--- config.mk ---
export PLATFORM = sky130hd
export DESIGN_NAME = irq_ctl
export DESIGN_NICKNAME = d
export VERILOG_FILES = /design/src/rtl/irq_pkg.sv /design/src/rtl/irq_prio.sv /design/src/rtl/irq_ctl.sv
export SDC_FILE = /design/constraint.sdc
export NUM_CORES = 1
export LEC_CHECK = 0
export ABC_AREA = 1
export BUFFER_PORTS_ARGS = -buffer_cell sky130_fd_sc_hd__buf_2
export CORE_ASPECT_RATIO = 0.8
export CORE_MARGIN = 2
export CORE_UTILIZATION = 63
export CTS_BUF_LIST = sky130_fd_sc_hd__clkbuf_16
export CTS_CLUSTER_SIZE = 10
export DETAILED_ROUTE_END_ITERATION = 8
export GPL_ROUTABILITY_DRIVEN = 0
export PLACE_DENSITY = 0.85
export SYNTH_ARGS = -nofsm -noshare
export SYNTH_HDL_FRONTEND = slang
export SYNTH_HIERARCHICAL = 1
export SYNTH_SLANG_ARGS = --single-unit
--- constraint.sdc ---
create_clock -name clk -period 3.3 [get_ports clk]
set_input_delay 0 -clock clk [delete_from_list [all_inputs] [get_ports clk]]
set_output_delay 0 -clock clk [all_outputs]
set_load 0.03 [all_outputs]
--- src/rtl/irq_pkg.sv ---
// Shared constants for the interrupt controller: register offsets and the
// "nothing pending" vector code.
package irq_pkg;

    localparam logic [2:0] IRQ_PEND   = 3'd0;
    localparam logic [2:0] IRQ_MASK   = 3'd1;
    localparam logic [2:0] IRQ_MODE   = 3'd2;
    localparam logic [2:0] IRQ_NMISEL = 3'd3;
    localparam logic [2:0] IRQ_VEC    = 3'd4;
    localparam logic [2:0] IRQ_RAW    = 3'd5;
    localparam logic [2:0] IRQ_SET    = 3'd6;

    localparam logic [7:0] VEC_NONE   = 8'h80;
    localparam int         IRQ_MAX_CH = 8;

endpackage

--- src/rtl/irq_prio.sv ---
// Lowest-index-wins priority encoder over the active IRQ-routed channels.
module irq_prio
    import irq_pkg::*;
#(
    parameter int CHANNELS = 8
) (
    input  logic [CHANNELS-1:0] bits,
    output logic                valid,
    output logic [2:0]          idx
);

    always_comb begin
        valid = |bits;
        idx   = 3'd0;
        for (int i = CHANNELS - 1; i >= 0; i--) begin
            if (bits[i]) idx = 3'(i);
        end
    end

endmodule

--- src/rtl/irq_ctl.sv ---
// Interrupt controller: per-channel mask, edge/level mode and IRQ/NMI routing,
// with a registered-read register file that behaves like synchronous RAM.
module irq_ctl
    import irq_pkg::*;
#(
    parameter int CHANNELS    = 8,
    parameter int SYNC_STAGES = 2
) (
    input  logic                clk,
    input  logic                RST,
    input  logic                cs,
    input  logic [2:0]          AD,
    input  logic [7:0]          DI,
    output logic [7:0]          DO,
    input  logic                WE,
    input  logic                RDY,
    input  logic [CHANNELS-1:0] req,
    output logic                IRQ,
    output logic                NMI
);

    logic [CHANNELS-1:0] req_s, req_d;
    logic [CHANNELS-1:0] pend, mask, mode, nmisel;
    logic [CHANNELS-1:0] act_irq, set_ev, clr_ev, pend_nxt;
    logic                acc, wr, rd, vec_valid;
    logic [2:0]          vec_idx;
    logic [7:0]          rdata;

    function automatic logic [7:0] pad8(input logic [CHANNELS-1:0] v);
        pad8 = '0;
        pad8[CHANNELS-1:0] = v;
    endfunction

    generate
        if (SYNC_STAGES == 0) begin : g_nosync
            assign req_s = req;
        end else begin : g_sync
            logic [SYNC_STAGES-1:0][CHANNELS-1:0] stg;
            always_ff @(posedge clk or posedge RST) begin
                if (RST) begin
                    stg <= '0;
                end else begin
                    stg[0] <= req;
                    for (int i = 1; i < SYNC_STAGES; i++) stg[i] <= stg[i-1];
                end
            end
            assign req_s = stg[SYNC_STAGES-1];
        end
    endgenerate

    assign acc     = cs & RDY;
    assign wr      = acc & WE;
    assign rd      = acc & ~WE;
    assign act_irq = pend & mask & ~nmisel;

    irq_prio #(.CHANNELS(CHANNELS)) u_prio (
        .bits  (act_irq),
        .valid (vec_valid),
        .idx   (vec_idx)
    );

    // Set events are OR-ed in after clears so a coincident set always wins.
    always_comb begin
        set_ev = req_s & ~req_d;
        clr_ev = '0;
        if (wr && AD == IRQ_SET)  set_ev = set_ev | DI[CHANNELS-1:0];
        if (wr && AD == IRQ_PEND) clr_ev = DI[CHANNELS-1:0];
        for (int i = 0; i < CHANNELS; i++) begin
            if (rd && AD == IRQ_VEC && vec_valid && vec_idx == 3'(i)) clr_ev[i] = 1'b1;
        end
        pend_nxt = (mode & ((pend & ~clr_ev) | set_ev)) | (~mode & req_s);
    end

    always_comb begin
        rdata = 8'h00;
        case (AD)
            IRQ_PEND:   rdata = pad8(pend);
            IRQ_MASK:   rdata = pad8(mask);
            IRQ_MODE:   rdata = pad8(mode);
            IRQ_NMISEL: rdata = pad8(nmisel);
            IRQ_VEC:    rdata = vec_valid ? {5'b0, vec_idx} : VEC_NONE;
            IRQ_RAW:    rdata = pad8(req_s);
            default:    rdata = 8'h00;
        endcase
    end

    always_ff @(posedge clk or posedge RST) begin
        if (RST) begin
            req_d  <= '0;
            pend   <= '0;
            mask   <= '0;
            mode   <= '0;
            nmisel <= '0;
            DO     <= 8'h00;
            IRQ    <= 1'b0;
            NMI    <= 1'b0;
        end else begin
            req_d <= req_s;
            pend  <= pend_nxt;
            if (wr && AD == IRQ_MASK)   mask   <= DI[CHANNELS-1:0];
            if (wr && AD == IRQ_MODE)   mode   <= DI[CHANNELS-1:0];
            if (wr && AD == IRQ_NMISEL) nmisel <= DI[CHANNELS-1:0];
            if (rd) DO <= rdata;
            IRQ <= |act_irq;
            NMI <= |(pend & mask & nmisel);
        end
    end

endmodule

==> key figures <==
Run status
  • Outcome: finished, final reports clean

Die
  • Die Wd: 83.88 um
  • Overall die area: 5695 um2
  • FP Rows: 23
  • Top-level I/O count: 34
  • Die H: 67.90 um
  • Area of the core: 4950 um2
  • Initial cell density of the core: 64.96%

Final layout
  • NumNets Final: 471
  • Layout-stage area growth over the synthesis result: 18.75%
  • Number of diodes: 0
  • Commonest non-fill, non-tap cells in the layout: nand2_1, dfrtp_1, nor2_1
  • Filler Cell Count: 341
  • Area of combinational cells with multiple inputs: 1274 um2
  • Commonest non-fill, non-tap cell in the layout: nand2_1
  • Combined flip-flop and latch cell area: 1652 um2
  • Share of layout cells above drive strength 1: 15.11%

Global route
  • Maximum number of pins on one net before global-route repair: 42
  • Number of global-route vias before repair: 2681
  • Sum of overflow across all layers after global routing: 0
  • First-pass GRT wire length: 13250 um
  • Number of antenna violations at the first check in global routing: 0
  • Global-route total usage across every layer: 31.25%

Timing
  • Least-Margin Pin Slew: 0.8583 ns
  • Fraction of the cycle the final worst path needs: 62.44%
  • Final setup violation count: 0
  • Setup repair after global routing missed its margin: false
  • Peak Freq: 485.3 MHz
  • Relative max-transition margin: 42.78%
  • Minimum period implied by the final worst setup slack: 2.061 ns
  • Fin. max-slew vios: 0
  • Final count of hold timing violations: 0
  • Setup TNS after final layout: 0 ns
  • Largest clock skew in the final design: 0.004441 ns

Clock tree
  • Clock Sink Count: 66
  • TritonCTS clock tree: yes
  • Number of buffers created by CTS: 9
  • Total of cells resized after clock tree synthesis: 0
  • Worst-case clock buffer depth: 2
  • Clock root buffer: clkbuf_16
  • H-tree Lvls: 3
  • Clock latency at the later pin of the worst-skew pair: 0.33 ns
  • Clk slew on worst S/H paths: 0.05 ns
  • Buffers inserted by post-CTS timing repair: 0

Logic synthesis
  • Post-synthesis cell area: 3216 um2
  • Flop and latch count out of synthesis: 66
  • Async set or reset register ratio after synthesis: 100.0%
  • Number of enable-type register cells in the synthesized netlist: 0
  • Top flip-flop cell by instance count after synthesis: dfrtp_1
  • Synthesized net count: 422
  • Share of synthesized area occupied by flip-flops and latches: 51.36%
  • Post-synthesis area per instance: 8.079 um2
  • Cell count after synthesis: 398
  • Number of warnings issued by yosys: 6
  • Post-synthesis cell type count: 30

Route
  • Via Count: 2971
  • DRC violation count after routing: 0
  • Number of vias per cell: 5.803
  • Routed WL per cell: 16.14 um
  • Drt first pass iters: 6
  • Total wire length: 8264 um
  • First DRT Iteration DRCs: 584
  • Antenna Violating Nets Remaining: 0

Power
  • Total leakage power: 1.928 nW
  • Worst VDD drop: 0.4956 mV
  • Overall Power: 2.443 mW
  • Power share of the clock group: 39.3%
  • P_int: 1.726 mW
  • Reg power frac: 41.7%
  • Cell Pwr Density: 639.7 nW/um2
  • Net Sw Power: 716.5 uW
  • Share of power burned in combinational logic: 19.0%
  • Proportion of total power due to net switching: 29.33%

Placement
  • HPWL reported at the end of detailed placement: 5406 um
  • Number of I/O port buffers: 33

Hold path
  • Type of the worst min-delay path: primary input to flip-flop

Job
  • Count of maximum capacitance violations: 0

Worst setup path
  • Startpoint types: flip-flop
  • Start-to-end type of the worst setup path: flip-flop to flip-flop
  • Biggest fanout along the worst timing path: 4
  • CP Capture Type: flip-flop
  • Worst path arrival time: 2.28 ns
  • Data required time at the worst endpoint: 3.52 ns
logic make-up after synthesis:
kind of cell / count (synthesis) / share of synthesized area [%]
compound gates: 60 / 11.05
buf+inv: 64 / 9.027
flops: 66 / 51.36
simple gates: 208 / 28.56
sequential cells by signal, indices dropped and copies added, names as in the netlist:
register	cells
req_s	8
IRQ	1
mask	8
DO	8
nmisel	8
req_d	8
pend	8
mode	8
g_sync.stg	8
NMI	1
per-layer routing:
layer / GRT usage, % / wire length, um
met1: 41.35 / 3413
met2: 49.10 / 3681
met3: 9.771 / 906
met4: 12.50 / 263
met5: 0 / 0
critical path, stage by stage (launching register included):
cell and delay, ns:
dfrtp_1 0.45, nand3b_1 0.16, inv_1 0.10, or2_1 0.25, nor3_2 0.17, nor2_1 0.10, inv_1 0.06, nand4_1 0.21
nor2_1 0.23, nor2_1 0.07, nor2_1 0.09, nor2_1 0.05
stage by stage:
step / instance area (um2) / hold WS [ns] / instances / setup slack (ns) / util, %
floorplan: 3216 / 0.03143 / 398 / 1.547 / -
global route: 3819 / 0.01859 / 512 / 1.084 / 77.15
detailed placement: 3391 / 0.1096 / 485 / 1.367 / 68.50
CTS: 3819 / 0.001703 / 512 / 1.335 / 77.15
global placement: 3391 / 0.1077 / 485 / 1.433 / 68.50
finish: 3819 / 0.007934 / 512 / 1.239 / 77.15
timing repair:
action,4_1_cts,5_1_grt
hold endpoints to repair,55,0
endpoints found under the setup margin,0,0
hold buffers,13,0
cells in the mapped netlist (2+ instances only):
| cell | n | area share [%] |
|---|---|---|
| nand4_1 | 14 | 2.7 |
| o21ai_2 | 8 | 2.2 |
| nor2_1 | 59 | 6.9 |
| nor4_1 | 2 | 0.39 |
| inv_2 | 2 | 0.23 |
| o22ai_1 | 2 | 0.39 |
| nand3_1 | 25 | 3.9 |
| buf_6 | 4 | 1.4 |
| inv_1 | 50 | 5.8 |
| buf_4 | 3 | 0.70 |
| o21ai_0 | 25 | 3.9 |
| nor2_2 | 2 | 0.39 |
| nand3b_1 | 3 | 0.70 |
| a21oi_1 | 8 | 1.2 |
| a21boi_0 | 5 | 1.2 |
| a31oi_1 | 2 | 0.39 |
| or2_1 | 2 | 0.39 |
| nor3_1 | 5 | 0.78 |
| dfrtp_1 | 66 | 51 |
| inv_4 | 2 | 0.39 |
| nand2_1 | 90 | 11 |
| buf_2 | 3 | 0.47 |
| nand2_2 | 2 | 0.39 |
| o21ai_1 | 8 | 1.2 |
worst paths after layout:
path / startpoint / endpoint / slack [ns] / depth (start not counted)
min: DI[3] / nmisel[3] / 0.008 / 3
max reg2reg: pend[7] / pend[2] / 1.24 / 11
max in group asynchronous: RST / mask[3] / 2.09 / 4
min reg2reg: g_sync.stg[6] / req_s[6] / 0.35 / 0
min in group asynchronous: RST / mask[4] / 0.38 / 3
max: pend[7] / pend[2] / 1.24 / 11
power by group through the flow:
stage                     combinational [mW]  sequential (mW)  clock, mW
after floorplan                        0.277             1.06          0
after global placement                 0.422             1.02          0
after detailed placement               0.437             1.02          0
after CTS                              0.454             1.01      0.973
after global routing                   0.510             1.03       1.00
final                                  0.463             1.02      0.961
layout make-up:
| class | instances | share of cell area [%] |
|---|---|---|
| clock buffer | 9 | 5.898 |
| timing repair buffer | 48 | 8.126 |
| inverter | 54 | 5.439 |
| multi-input combinational | 268 | 33.36 |
| sequential | 66 | 43.25 |
| tap | 62 | 2.031 |
| clock inverter | 5 | 1.900 |
Power figures use the tool's default switching activity.
